$ cat src/rtl/spi_txn_scheduler_if.sv
// Signal bundle for spi_txn_scheduler.
//   master modport : the scheduler itself (grants requesters, drives the SPI master)
//   slave modport  : the environment (requesters plus the SPI mode-0 master)
// timeout_err is present only when SPI_TIMEOUT_EN is defined.
interface spi_txn_scheduler_if #(
  parameter int NUM_REQ = 4
);
  // requester side
  logic [NUM_REQ-1:0]   req;
  logic [NUM_REQ*8-1:0] req_len;
  logic [NUM_REQ*8-1:0] tx_data;
  logic [NUM_REQ-1:0]   grant;
  logic                 tx_pop;
  logic [7:0]           rx_data;
  logic                 rx_valid;
  logic                 done;
  logic                 busy;
  // SPI master side
  logic                 SCLK_PULSE;
  logic                 ENABLE;
  logic [7:0]           MOSI_data;
  logic [7:0]           MISO_data;
  logic [7:0]           master_stash_ptr;
`ifdef SPI_TIMEOUT_EN
  logic                 timeout_err;
`endif

  modport master (
    input  req, req_len, tx_data, MISO_data, master_stash_ptr,
`ifdef SPI_TIMEOUT_EN
    output timeout_err,
`endif
    output grant, tx_pop, rx_data, rx_valid, done, busy,
    output SCLK_PULSE, ENABLE, MOSI_data
  );

  modport slave (
    output req, req_len, tx_data, MISO_data, master_stash_ptr,
`ifdef SPI_TIMEOUT_EN
    input  timeout_err,
`endif
    input  grant, tx_pop, rx_data, rx_valid, done, busy,
    input  SCLK_PULSE, ENABLE, MOSI_data
  );
endinterface

$ cat src/rtl/spi_txn_scheduler.sv
// spi_txn_scheduler: round-robin sharing of one SPI mode-0 master between
// NUM_REQ requesters. Generates the master's bit-rate strobe, drives its
// active-low ENABLE, streams the owner's TX bytes and returns RX bytes,
// using increments of master_stash_ptr as the byte-done indication.
// Optional feature macro: SPI_TIMEOUT_EN (abort a stalled transaction after
// TIMEOUT_PULSES bit strobes without a byte completion, sticky timeout_err).
module spi_txn_scheduler #(
  parameter int NUM_REQ        = 4,
  parameter int CLK_DIV        = 4,
  parameter int GUARD_PULSES   = 2,
  parameter int TIMEOUT_PULSES = 64
) (
  input  logic                CTRL_CLK,
  input  logic                NRST,
  spi_txn_scheduler_if.master bus
);

  localparam int IDX_W = $clog2(NUM_REQ);
  localparam int DIV_W = $clog2(CLK_DIV);
  localparam int GRD_W = $clog2(GUARD_PULSES + 1);
  localparam logic [DIV_W-1:0] DIV_LAST = DIV_W'(CLK_DIV - 1);
  localparam logic [GRD_W-1:0] GRD_LAST = GRD_W'(GUARD_PULSES - 1);
  localparam logic [IDX_W-1:0] IDX_LAST = IDX_W'(NUM_REQ - 1);
`ifdef SPI_TIMEOUT_EN
  localparam int TMO_W = $clog2(TIMEOUT_PULSES + 1);
  localparam logic [TMO_W-1:0] TMO_LAST = TMO_W'(TIMEOUT_PULSES - 1);
`endif

  // Reject parameter values the datapath cannot honour
  generate
    if (NUM_REQ < 2 || NUM_REQ > 8) begin : g_bad_num_req
      $error("spi_txn_scheduler: NUM_REQ must be in 2..8");
    end
    if (CLK_DIV < 2) begin : g_bad_clk_div
      $error("spi_txn_scheduler: CLK_DIV must be >= 2");
    end
    if (GUARD_PULSES < 1) begin : g_bad_guard
      $error("spi_txn_scheduler: GUARD_PULSES must be >= 1");
    end
    if (TIMEOUT_PULSES < 1) begin : g_bad_timeout
      $error("spi_txn_scheduler: TIMEOUT_PULSES must be >= 1");
    end
  endgenerate

  typedef enum logic [1:0] {
    S_IDLE,
    S_LOAD,
    S_RUN,
    S_STOP
  } state_t;

  state_t             state_reg;
  logic [DIV_W-1:0]   div_cnt_reg;
  logic [NUM_REQ-1:0] grant_reg;
  logic [IDX_W-1:0]   owner_reg;
  logic [IDX_W-1:0]   last_grant_reg;
  logic [7:0]         remaining_reg;
  logic [7:0]         ptr_snap_reg;
  logic [GRD_W-1:0]   guard_cnt_reg;
  logic               tx_pop_reg;
  logic [7:0]         rx_data_reg;
  logic               rx_valid_reg;
  logic               done_reg;
  logic               busy_reg;
  logic               enable_reg;
  logic [7:0]         mosi_reg;
`ifdef SPI_TIMEOUT_EN
  logic [TMO_W-1:0]   tmo_cnt_reg;
  logic               timeout_err_reg;
`endif

  logic               sclk_pulse;
  logic               ptr_moved;
  logic               pick_hit;
  logic [IDX_W-1:0]   pick_idx;

  // Per-requester views of the packed length / data buses
  logic [7:0]         len_arr [NUM_REQ];
  logic [7:0]         tx_arr  [NUM_REQ];
  logic [NUM_REQ-1:0] eligible;

  genvar gi;
  generate
    for (gi = 0; gi < NUM_REQ; gi++) begin : g_req
      assign len_arr[gi]  = bus.req_len[8*gi +: 8];
      assign tx_arr[gi]   = bus.tx_data[8*gi +: 8];
      assign eligible[gi] = bus.req[gi] && (len_arr[gi] != 8'd0);
    end
  endgenerate

  // Free-running bit-rate divider; it never stops so the master keeps its cadence
  always_ff @(posedge CTRL_CLK or negedge NRST) begin
    if (!NRST) begin
      div_cnt_reg <= '0;
    end else if (div_cnt_reg == DIV_LAST) begin
      div_cnt_reg <= '0;
    end else begin
      div_cnt_reg <= div_cnt_reg + 1'b1;
    end
  end

  assign sclk_pulse = (div_cnt_reg == DIV_LAST);

  // Any change of the master's byte counter (including the 255->0 wrap) is one byte done
  assign ptr_moved = (bus.master_stash_ptr != ptr_snap_reg);

  // Round-robin search: scan downwards so the candidate closest after last_grant wins
  always_comb begin : rr_search
    logic [IDX_W-1:0] cand;
    pick_hit = 1'b0;
    pick_idx = '0;
    cand     = '0;
    for (int k = NUM_REQ; k >= 1; k--) begin
      cand = IDX_W'((int'(last_grant_reg) + k) % NUM_REQ);
      if (eligible[cand]) begin
        pick_hit = 1'b1;
        pick_idx = cand;
      end
    end
  end

  // Transaction FSM with registered outputs; strobes default low every cycle
  always_ff @(posedge CTRL_CLK or negedge NRST) begin
    if (!NRST) begin
      state_reg       <= S_IDLE;
      grant_reg       <= '0;
      owner_reg       <= '0;
      last_grant_reg  <= IDX_LAST;
      remaining_reg   <= 8'd0;
      ptr_snap_reg    <= 8'd0;
      guard_cnt_reg   <= '0;
      tx_pop_reg      <= 1'b0;
      rx_data_reg     <= 8'd0;
      rx_valid_reg    <= 1'b0;
      done_reg        <= 1'b0;
      busy_reg        <= 1'b0;
      enable_reg      <= 1'b1;
      mosi_reg        <= 8'd0;
`ifdef SPI_TIMEOUT_EN
      tmo_cnt_reg     <= '0;
      timeout_err_reg <= 1'b0;
`endif
    end else begin
      tx_pop_reg   <= 1'b0;
      rx_valid_reg <= 1'b0;
      done_reg     <= 1'b0;
      case (state_reg)
        S_IDLE: begin
          if (pick_hit) begin
            grant_reg     <= NUM_REQ'(1) << pick_idx;
            owner_reg     <= pick_idx;
            remaining_reg <= len_arr[pick_idx];
            busy_reg      <= 1'b1;
            state_reg     <= S_LOAD;
          end
        end
        S_LOAD: begin
          mosi_reg     <= tx_arr[owner_reg];
          tx_pop_reg   <= 1'b1;
          ptr_snap_reg <= bus.master_stash_ptr;
          enable_reg   <= 1'b0;
`ifdef SPI_TIMEOUT_EN
          tmo_cnt_reg  <= '0;
`endif
          state_reg    <= S_RUN;
        end
        S_RUN: begin
          if (ptr_moved) begin
            ptr_snap_reg  <= bus.master_stash_ptr;
            rx_data_reg   <= bus.MISO_data;
            rx_valid_reg  <= 1'b1;
            remaining_reg <= remaining_reg - 8'd1;
`ifdef SPI_TIMEOUT_EN
            tmo_cnt_reg   <= '0;
`endif
            if (remaining_reg == 8'd1) begin
              enable_reg    <= 1'b1;
              guard_cnt_reg <= '0;
              state_reg     <= S_STOP;
            end else begin
              // next byte is in place well before the master's next load strobe
              mosi_reg   <= tx_arr[owner_reg];
              tx_pop_reg <= 1'b1;
            end
          end
`ifdef SPI_TIMEOUT_EN
          else if (sclk_pulse) begin
            if (tmo_cnt_reg == TMO_LAST) begin
              // stalled master: abort straight to IDLE, partial byte discarded
              enable_reg      <= 1'b1;
              timeout_err_reg <= 1'b1;
              done_reg        <= 1'b1;
              grant_reg       <= '0;
              last_grant_reg  <= owner_reg;
              busy_reg        <= 1'b0;
              state_reg       <= S_IDLE;
            end else begin
              tmo_cnt_reg <= tmo_cnt_reg + 1'b1;
            end
          end
`endif
        end
        S_STOP: begin
          if (sclk_pulse) begin
            if (guard_cnt_reg == GRD_LAST) begin
              done_reg       <= 1'b1;
              grant_reg      <= '0;
              last_grant_reg <= owner_reg;
              busy_reg       <= 1'b0;
              state_reg      <= S_IDLE;
            end else begin
              guard_cnt_reg <= guard_cnt_reg + 1'b1;
            end
          end
        end
        default: begin
          state_reg <= S_IDLE;
        end
      endcase
    end
  end

  assign bus.grant      = grant_reg;
  assign bus.tx_pop     = tx_pop_reg;
  assign bus.rx_data    = rx_data_reg;
  assign bus.rx_valid   = rx_valid_reg;
  assign bus.done       = done_reg;
  assign bus.busy       = busy_reg;
  assign bus.SCLK_PULSE = sclk_pulse;
  assign bus.ENABLE     = enable_reg;
  assign bus.MOSI_data  = mosi_reg;
`ifdef SPI_TIMEOUT_EN
  assign bus.timeout_err = timeout_err_reg;
`endif

endmodule

$ cat src/flat_wrapper.sv
// flat-port wrapper written by rule: the top's interface ports become plain ports
module spi_txn_scheduler_flat 
#(
  parameter int NUM_REQ        = 4,
  parameter int CLK_DIV        = 4,
  parameter int GUARD_PULSES   = 2,
  parameter int TIMEOUT_PULSES = 64
)
  (CTRL_CLK, NRST, bus_req, bus_req_len, bus_tx_data, bus_MISO_data, bus_master_stash_ptr, bus_grant, bus_tx_pop, bus_rx_data, bus_rx_valid, bus_done, bus_busy, bus_SCLK_PULSE, bus_ENABLE, bus_MOSI_data);
  spi_txn_scheduler_if #(.NUM_REQ(NUM_REQ)) bus_i ();
  input  logic CTRL_CLK;
  input  logic NRST;
  input wire logic [$bits(bus_i.req)-1:0] bus_req;
  input wire logic [$bits(bus_i.req_len)-1:0] bus_req_len;
  input wire logic [$bits(bus_i.tx_data)-1:0] bus_tx_data;
  input wire logic [$bits(bus_i.MISO_data)-1:0] bus_MISO_data;
  input wire logic [$bits(bus_i.master_stash_ptr)-1:0] bus_master_stash_ptr;
  output wire logic [$bits(bus_i.grant)-1:0] bus_grant;
  output wire logic [$bits(bus_i.tx_pop)-1:0] bus_tx_pop;
  output wire logic [$bits(bus_i.rx_data)-1:0] bus_rx_data;
  output wire logic [$bits(bus_i.rx_valid)-1:0] bus_rx_valid;
  output wire logic [$bits(bus_i.done)-1:0] bus_done;
  output wire logic [$bits(bus_i.busy)-1:0] bus_busy;
  output wire logic [$bits(bus_i.SCLK_PULSE)-1:0] bus_SCLK_PULSE;
  output wire logic [$bits(bus_i.ENABLE)-1:0] bus_ENABLE;
  output wire logic [$bits(bus_i.MOSI_data)-1:0] bus_MOSI_data;
  assign bus_i.req = bus_req;
  assign bus_i.req_len = bus_req_len;
  assign bus_i.tx_data = bus_tx_data;
  assign bus_i.MISO_data = bus_MISO_data;
  assign bus_i.master_stash_ptr = bus_master_stash_ptr;
  assign bus_grant = bus_i.grant;
  assign bus_tx_pop = bus_i.tx_pop;
  assign bus_rx_data = bus_i.rx_data;
  assign bus_rx_valid = bus_i.rx_valid;
  assign bus_done = bus_i.done;
  assign bus_busy = bus_i.busy;
  assign bus_SCLK_PULSE = bus_i.SCLK_PULSE;
  assign bus_ENABLE = bus_i.ENABLE;
  assign bus_MOSI_data = bus_i.MOSI_data;
  spi_txn_scheduler #(.NUM_REQ(NUM_REQ), .CLK_DIV(CLK_DIV), .GUARD_PULSES(GUARD_PULSES), .TIMEOUT_PULSES(TIMEOUT_PULSES)) u_core (.CTRL_CLK(CTRL_CLK), .NRST(NRST), .bus(bus_i));
endmodule
$ cat config.mk
export PLATFORM = sky130hd
export DESIGN_NAME = spi_txn_scheduler_flat
export DESIGN_NICKNAME = d
export VERILOG_FILES = /design/src/rtl/spi_txn_scheduler_if.sv /design/src/rtl/spi_txn_scheduler.sv /design/src/flat_wrapper.sv
export SDC_FILE = /design/constraint.sdc
export NUM_CORES = 1
export LEC_CHECK = 0
export CAP_MARGIN = 30
export CORE_MARGIN = 4
export CORE_UTILIZATION = 50
export CTS_CLUSTER_SIZE = 10
export DETAILED_ROUTE_END_ITERATION = 10
export DONT_BUFFER_PORTS = 1
export GPL_TIMING_DRIVEN = 0
export MAX_ROUTING_LAYER = met4
export PLACE_DENSITY_LB_ADDON = 0.2
export SYNTH_ARGS = -nofsm -noshare
export SYNTH_HDL_FRONTEND = slang
export SYNTH_SLANG_ARGS = --single-unit
$ cat constraint.sdc
create_clock -name CTRL_CLK -period 6 [get_ports CTRL_CLK]
set_input_delay 0.6 -clock CTRL_CLK [delete_from_list [all_inputs] [get_ports CTRL_CLK]]
set_output_delay 0.6 -clock CTRL_CLK [all_outputs]
set_load 0.005 [all_outputs]
# Word-level counts from Yosys, hierarchy flattened
# Cells that the tools add are included.
# Widths: inputs -> output; s select.
[totals] reg_bits=51 inputBits=86 word_cells=129
[classes] add_sub_neg=7 magnitude_cmp=6 n_eq_ne=14 n_shift=1 mux=61 bitwise_logic=2 reduce_logical=23
[op_table] operator="$mux 8" n=9
[op_table] operator="$pmux 8 s2" n=3
[op_table] operator="$bmux 8 s2" n=2
[op_table] operator="$reduce_bool 8->1" n=4
[op_table] operator="$mux 2" n=14
[op_table] operator="$mux 1" n=20
[op_table] operator="$lt 2x3->1 const B" n=4
[op_table] operator="$mux 4" n=3
[op_table] operator="$reduce_and 3->1" n=4
[op_table] operator="$reduce_and 5->1" n=2
[op_table] operator="$add 2x1->2 const B" n=4
[op_table] operator="$bmux 1 s2" n=4
[op_table] operator="$eq 8x1->1 const B" n=1
[op_table] operator="$ne 2x1->1 const B" n=4
[op_table] operator="$ne 8x8->1" n=1
[op_table] operator="$pmux 2 s4" n=1
[op_table] operator="$pmux 4 s2" n=1
[op_table] operator="$reduce_bool 2->1" n=4
[op_table] operator="$sub 8x1->8 const B" n=1
[op_table] operator="$eq 2x2->1 const B" n=3
[op_table] operator="$ge 3x3->1 const B" n=2
[op_table] operator="$ne 2x2->1 const B" n=3
[op_table] operator="$not 2->3" n=2
[op_table] operator="$pmux 1 s2" n=3
[op_table] operator="8 further kinds" n=15

# Longest topological paths before layout
# Gate-level depths: netlist of run 1.
[logic_depth] word_depth=14 mapped_depth=9 ltp_nobuf=8

# Least setup slack after synthesis of run 1
# Ideal clock, no wire load.
[synth_timing] kind="input port to flip-flop" startpoint="in bus_req_len[28]" endpoint="reg u_core.remaining_reg[2]" setup_time_ps=126 arrival_ps=2604 path_slack_ps=3270 cell_stages=8 path_cell_list="or4_1 o21ai_2 o22ai_1 a221oi_2 buf_4 mux2i_1 o22ai_1 a221o_1"
[synth_via] elab_chain_len=14 elab_cells_between_ends=26 cone_classes="1 x eq/ne; 21 x mux; 1 x bitwise; 3 x reduce/logical"
[synth_lines] item="from (decl)" line="flat_wrapper.sv:14" source="input wire logic [$bits(bus_i.req_len)-1:0] bus_req_len;"
[synth_lines] item="$reduce_bool 8->1 *" line="spi_txn_scheduler.sv:87" source="assign eligible[gi] = bus.req[gi] && (len_arr[gi] != 8'd0);"
[synth_lines] item="$logic_and 1x1->1 *" line="spi_txn_scheduler.sv:87"
[synth_lines] item="$bmux 1 s2" line="spi_txn_scheduler.sv:115" source="if (eligible[cand]) begin"
[synth_lines] item="$mux 1 (not written as such)" line="spi_txn_scheduler.sv:115"
[synth_lines] item="$mux 2 (4 in a row)" line="spi_txn_scheduler.sv:115"
[synth_lines] item="$not 2->3 (not written as such)" line="spi_txn_scheduler.sv:152" source="remaining_reg <= len_arr[pick_idx];"
[synth_lines] item="$bmux 8 s2" line="spi_txn_scheduler.sv:152"
[synth_lines] item="$mux 8 (not written as such) (2 in a row)" line="spi_txn_scheduler.sv:152"
[synth_lines] item="$mux 8" line="spi_txn_scheduler.sv:149" source="if (pick_hit) begin"
[synth_lines] item="$pmux 8 s2" line="spi_txn_scheduler.sv:147" source="case (state_reg)"
[synth_lines] item="to (signal assigned)" line="spi_txn_scheduler.sv:152"
[synth_lines] item="to (signal assigned)" line="spi_txn_scheduler.sv:172" source="remaining_reg <= remaining_reg - 8'd1;"
[synth_lines] item="to (decl)" line="spi_txn_scheduler.sv:57" source="logic [7:0] remaining_reg;"
# Every way passes the cells marked *; elsewhere a longest branch is shown, timed or not. The select of a mux whose other input is x is not followed.
# A chain may end at the register's enable or synchronous reset.

# Worst setup path in the final report of run 1
[layout_timing] startpoint="in bus_req_len[8]" endpoint="reg u_core.remaining_reg[2]"
# The elaborated chain is that of the path after synthesis.

==> run_results.csv, run 1 <==
group,metric,value,unit
final_layout,nets,399,
setup_path,end_kind,"register",
timing,slew-limit-headroom,47.2,%
synthesis,yosys_register_bits,51,
routing,drcViolationCount,0,
setup_path,crit_slowest_cell,"or4_1",
global_route,antenna_found_initial,0,
final_layout,fill_cells,537,
synthesis,synth_edf_count,0,
final_layout,drive_gt1_share,15.7,%
timing,fin_crit_sh,45.6,%
placed_design,io_buffers,0,
synthesis,synth_cell_types,56,
timing,tightestPinTransition,792,ps
synthesis,syn_avg_cell_area,10.2,um2
outcome,status,"completed",
global_route,grt_max_degree,49,
synthesis,synth-main-ff-cell,"dfrtp_1",
clock_network,clock_sinks,51,
setup_path,critPathBufInv,1,
setup_path,cp_top_family,"compound AO/OA/AOI/OAI gates",
routing,dr.pass1.iters,4,
timing,rsz0062_at_grt,"false",
synthesis,synth_async_sr_flop_share,100,%
timing,min_period,2740,ps
final_layout,ff_latch_area,1280,um2
timing,whs,128,ps
floorplan,die_y,85.7,um
clock_network,clock_latency,300,ps
global_route,grt_pass1_wl,11500,um
timing,clock_skew,9.85,ps
setup_path,cpMostUsedCell,"o22ai_1",
floorplan,fp.dieArea,7350,um2
setup_path,cp_max_fo,10,
clock_network,root_buffer,"clkbuf_8",
setup_path,reg2regPathDepth,5,
clock_network,cts_tree,"built",
timing,fmax,365,MHz
setup_path,r2r_slack,3450,ps
power_and_ir_drop,p_total,0.00164,W
setup_path,cp.required,6190,ps
timing,setup_viol,0,
floorplan,ioPinCount,112,
setup_path,worstSetupPathType,"input port to register",
routing,drt-total-wl,7280,um
setup_path,rr_endpoint,"u_core.bus.MOSI_data[6]",
global_route,grt_pass1_vias,2364,
clock_network,clockBufferDepth,2,
run,cap_violations,0,
power_and_ir_drop,power_density,505,nW/um2
synthesis,syn_area,3020,um2
routing,viasPerCell,6.07,
synthesis,synth_nets,391,
power_and_ir_drop,leakagePower,1.37,nW
power_and_ir_drop,vdd_drop_max,0.205,mV
floorplan,rows,28,
clock_network,numCtsBuffers,5,
global_route,grt_overflow,0,
clock_network,cts_max_level,2,
placed_design,dp_cells,372,
timing,drv_slew,0,
final_layout,finalNonFillerCells,381,
setup_path,reg2reg_from,"u_core.remaining_reg[3]",
final_layout,diodes,0,
setup_path,arrival,2930,ps
routing,drt-initial-drc-count,84,
timing,final_hold_viol_count,0,
worst_hold_path,hp-class,"input port to async pin",
floorplan,die_x,85.7,um
routing,via_count,2311,
clock_network,cts_setup_buffers,0,
placed_design,dp_hpwl,5650,um
timing,setup_tns,0,ps
floorplan,initial_utilization,51.3,%
synthesis,synth_warnings,0,
setup_path,cp-start-kind,"input port",
placed_design,place.gp.congestion,0.855,
final_layout,syn_to_final_growth,7.54,%
routing,ant_nets,0,
synthesis,ys_seq_area_share,42.4,%
routing,post_drt_wl_per_cell,19.1,um
final_layout,multi_input_area,1640,um2
setup_path,cp_slowest_stage_delay,580,ps
global_route,grt_use_total,20.3,%
synthesis,syn-instance-count,297,
clock_network,path_clk_slew,90,ps
floorplan,core_area,5890,um2
setup_path,worstPathCellList,"or4_1 -> o21ai_4 -> o22ai_1 -> a221oi_2 -> buf_4 -> mux2i_1 -> o22ai_1 -> a221o_1",
how the worst max path moves through the flow:
stage / start / end / slack, ps / cells after the start
global route: bus_req_len[8] / u_core.remaining_reg[2] / 3120 / 8
finish: bus_req_len[8] / u_core.remaining_reg[2] / 3260 / 8
global placement: bus_req_len[8] / u_core.remaining_reg[2] / 2950 / 8
floorplan: bus_req_len[28] / u_core.remaining_reg[2] / 3270 / 8
detailed placement: bus_req_len[8] / u_core.remaining_reg[2] / 2950 / 8
CTS: bus_req_len[8] / u_core.remaining_reg[2] / 3270 / 8
worst reg2reg max path, delay by kind of cell, from the launching register on:
family / cells / cell delay [ps]
and+or+nand+nor: 3 / 1210
DFF: 1 / 430
AOI/OAI and AO/OA: 1 / 400
muxes: 1 / 390
power breakdown:
part / switching, W / total (W) / internal [W]
Clock: 0.000112 / 0.000237 / 0.000125
Sequential: 0.000115 / 0.000618 / 0.000503
Combinational: 0.000420 / 0.000785 / 0.000365
cell type report:
class	count	share of cell area [%]
Timing Repair Buffer	1	0.847
Inverter	15	1.73
Multi-Input combinational cell	222	50.4
Sequential cell	51	39.4
Tap cell	75	2.89
Buffer	9	1.43
Clock inverter	1	0.924
Clock buffer	7	2.35
cell families after synthesis:
family | share of synthesized area (%)
flip-flops | 42.4
XOR/XNOR | 2.32
adder cells (fa/ha/maj) | 3.31
buffers and inverters | 3.40
AO/OA/AOI/OAI | 17.7
AND/OR/NAND/NOR | 15.0
multiplexers | 15.8
layout by cell type (no fill, tap or decap), types with 8 or more instances in the layout:
master and count:
nand2_1 50, mux2_2 19, nor2_1 15, o21ai_0 9
a21oi_1 15, inv_1 13, ha_1 8, dfrtp_1 48
mux4_2 8, xor2_1 8
metrics by stage:
step / utilization [%] / cell area (um2) / worst slack [ps]
after floorplan: - / 3020 / 3270
after global routing: 55.2 / 3250 / 3120
after global placement: 52.9 / 3110 / 2950
after CTS: 55.2 / 3250 / 3270
after detailed placement: 52.9 / 3110 / 2950
final: 55.2 / 3250 / 3260
cells in the mapped netlist, types with 4 or more instances:
master	instances	area, um2
nand2_1	50	188
o21a_1	4	30.0
o21ai_0	9	45.0
mux2i_1	5	50.1
clkbuf_1	4	15.0
nor3_1	5	25.0
xor2_1	8	70.1
or4_1	7	52.6
a21oi_1	15	75.1
nand3_1	5	25.0
a31oi_1	5	31.3
a22oi_1	5	37.5
nor2_1	15	56.3
inv_1	13	48.8
mux4_2	8	180
o21ai_1	6	30.0
mux2_2	19	214
dfrtp_1	48	1200
ha_1	8	100
layer usage:
layer,GRT usage [%],up-vias,wire [um]
met5,-,-,0
met4,4.46,0,59
met3,6.53,6,809
met2,32.1,125,3360
met1,25.6,1080,3040
li1,-,1100,-
timing repair:
item | 4_1_cts | 5_1_grt
setup endpoints to repair | 0 | 0
hold buffers | 1 | 0
gates resized for setup | 0 | 0
endpoints found under the hold margin | 48 | 0
No activity file was read; power rests on OpenSTA's default activity.
==> run 2: changes to the inputs <==
clock period = 2.2 ns   (was 6 ns; I/O delays follow)
==> run_results.csv, run 2 (synthesized netlist as in run 1, its figures left out) <==
group,metric,value,unit
outcome,status,"completed",
setup_path,cp.required,2390,ps
floorplan,rows,28,
routing,drcViolationCount,0,
final_layout,most-common-layout-cells,"nand2_1, dfrtp_1, mux2_2, a21oi_1, nor2_1",
routing,post_drt_wl_per_cell,19.5,um
power_and_ir_drop,p_total,0.00457,W
placed_design,dpl_cell_area,3140,um2
clock_network,numCtsBuffers,5,
power_and_ir_drop,leakagePower,1.45,nW
routing,ant_nets,0,
final_layout,syn_to_final_growth,13.1,%
final_layout,drive_gt1_share,24.6,%
run,cap_violations,0,
setup_path,end_kind,"register",
setup_path,worstSetupPathType,"input port to register",
timing,setup_viol,0,
global_route,grt_overflow,0,
clock_network,cts_tree,"built",
timing,whs,20.6,ps
placed_design,place.gp.congestion,0.949,
global_route,antenna_found_initial,0,
global_route,grt_max_degree,52,
final_layout,diodes,0,
floorplan,fp.dieArea,7350,um2
routing,drt-total-wl,7650,um
floorplan,initial_utilization,51.3,%
routing,drt-initial-drc-count,74,
floorplan,core_area,5890,um2
floorplan,die_y,85.7,um
timing,slew-limit-headroom,51.3,%
setup_path,arrival,2350,ps
routing,dr.pass1.iters,4,
timing,fmax,463,MHz
routing,viasPerCell,6.09,
clock_network,clock_latency,300,ps
global_route,grt_use_total,21.0,%
clock_network,clockBufferDepth,2,
final_layout,final_cell_area,3420,um2
setup_path,cp_max_fo,10,
placed_design,io_buffers,0,
global_route,grt_pass1_vias,2410,
final_layout,final_common_cell,"nand2_1",
final_layout,nets,410,
clock_network,clock_sinks,51,
power_and_ir_drop,vdd_drop_max,0.629,mV
clock_network,path_clk_slew,90,ps
floorplan,ioPinCount,112,
floorplan,die_x,85.7,um
global_route,grt_pass1_wl,11900,um
timing,final_hold_viol_count,0,
clock_network,cts_max_level,2,
timing,rsz0062_at_grt,"true",
clock_network,root_buffer,"clkbuf_8",
timing,drv_slew,0,
worst_hold_path,hp-class,"input port to register",
timing,tightestPinTransition,730,ps
power_and_ir_drop,power_density,1340,nW/um2
timing,fin_crit_sh,98.2,%
routing,via_count,2388,
timing,clock_skew,9.36,ps
setup_path,cp-start-kind,"input port",
placed_design,dp_hpwl,5890,um
timing,min_period,2160,ps
final_layout,fill_cells,523,
## run 2: where the power goes
part           internal, W  switching (W)
combinational      0.00111        0.00123
clock             0.000224       0.000311
sequential         0.00137       0.000319
## run 2: worst max-delay path, stage by stage
cell and delay, ps:
or4_1 600, o21ai_4 220, mux2i_1 120, a221oi_2 280, buf_4 250, mux2i_1 290
o22ai_1 100, a221o_1 260
## run 2: final timing paths
check	start	to	slack [ps]	depth (start not counted)
worst max-delay path	bus_req_len[28]	u_core.remaining_reg[2]	40	8
worst min-delay path	bus_MISO_data[6]	u_core.bus.rx_data[6]	20	2
worst max register to register	u_core.remaining_reg[6]	u_core.bus.MOSI_data[4]	50	5
worst min register to register	u_core.div_cnt_reg[0]	u_core.div_cnt_reg[0]	440	1
max in group asynchronous	NRST	u_core.last_grant_reg[1]	1480	2
min in group asynchronous	NRST	u_core.ptr_snap_reg[1]	460	2
## run 2: repair_timing
| action | in CTS | in global routing |
|---|---|---|
| endpoints found under the hold margin | 51 | 0 |
| cloned | 0 | 0 |
| setup endpoints to repair | 28 | 17 |
| buffers inserted | 4 | 7 |
| resized for setup | 10 | 10 |
| pin swaps | 4 | 10 |
| hold buffers | 2 | 0 |
## run 2: final cells by class
class | count | area (um2) | area share (%)
Buffer | 8 | 40.0 | 1.17
Clock buffer | 5 | 68.8 | 2.01
Clock inverter | 3 | 18.8 | 0.549
Inverter | 15 | 56.3 | 1.65
Multi-Input combinational cell | 222 | 1740 | 50.9
Sequential cell | 51 | 1280 | 37.5
Tap cell | 75 | 93.8 | 2.75
Timing Repair Buffer | 13 | 120 | 3.52
## run 2: per-layer routing
layer  share of wire [%]  wire [um]  global-route usage (%)  up-vias
met3                  11        852                    7.88       12
met1                  40       3090                    25.2     1117
met2                  47       3610                    33.5      130
met5                   0          0                       -        -
li1                    -          -                       -     1129
met4                 1.2         95                    5.47        0
## run 2: stage by stage
step           std cells  setup TNS [ps]  utilization (%)  setup slack [ps]
4_1_cts              386               0             56.7              11.2
6_report             392               0             58.0              39.4
5_1_grt              392            -100             58.0             -17.9
3_3_place_gp         372           -6490             53.3              -447
3_5_place_dp         372           -6860             53.3              -465
2_1_floorplan        297            -250                -             -81.5
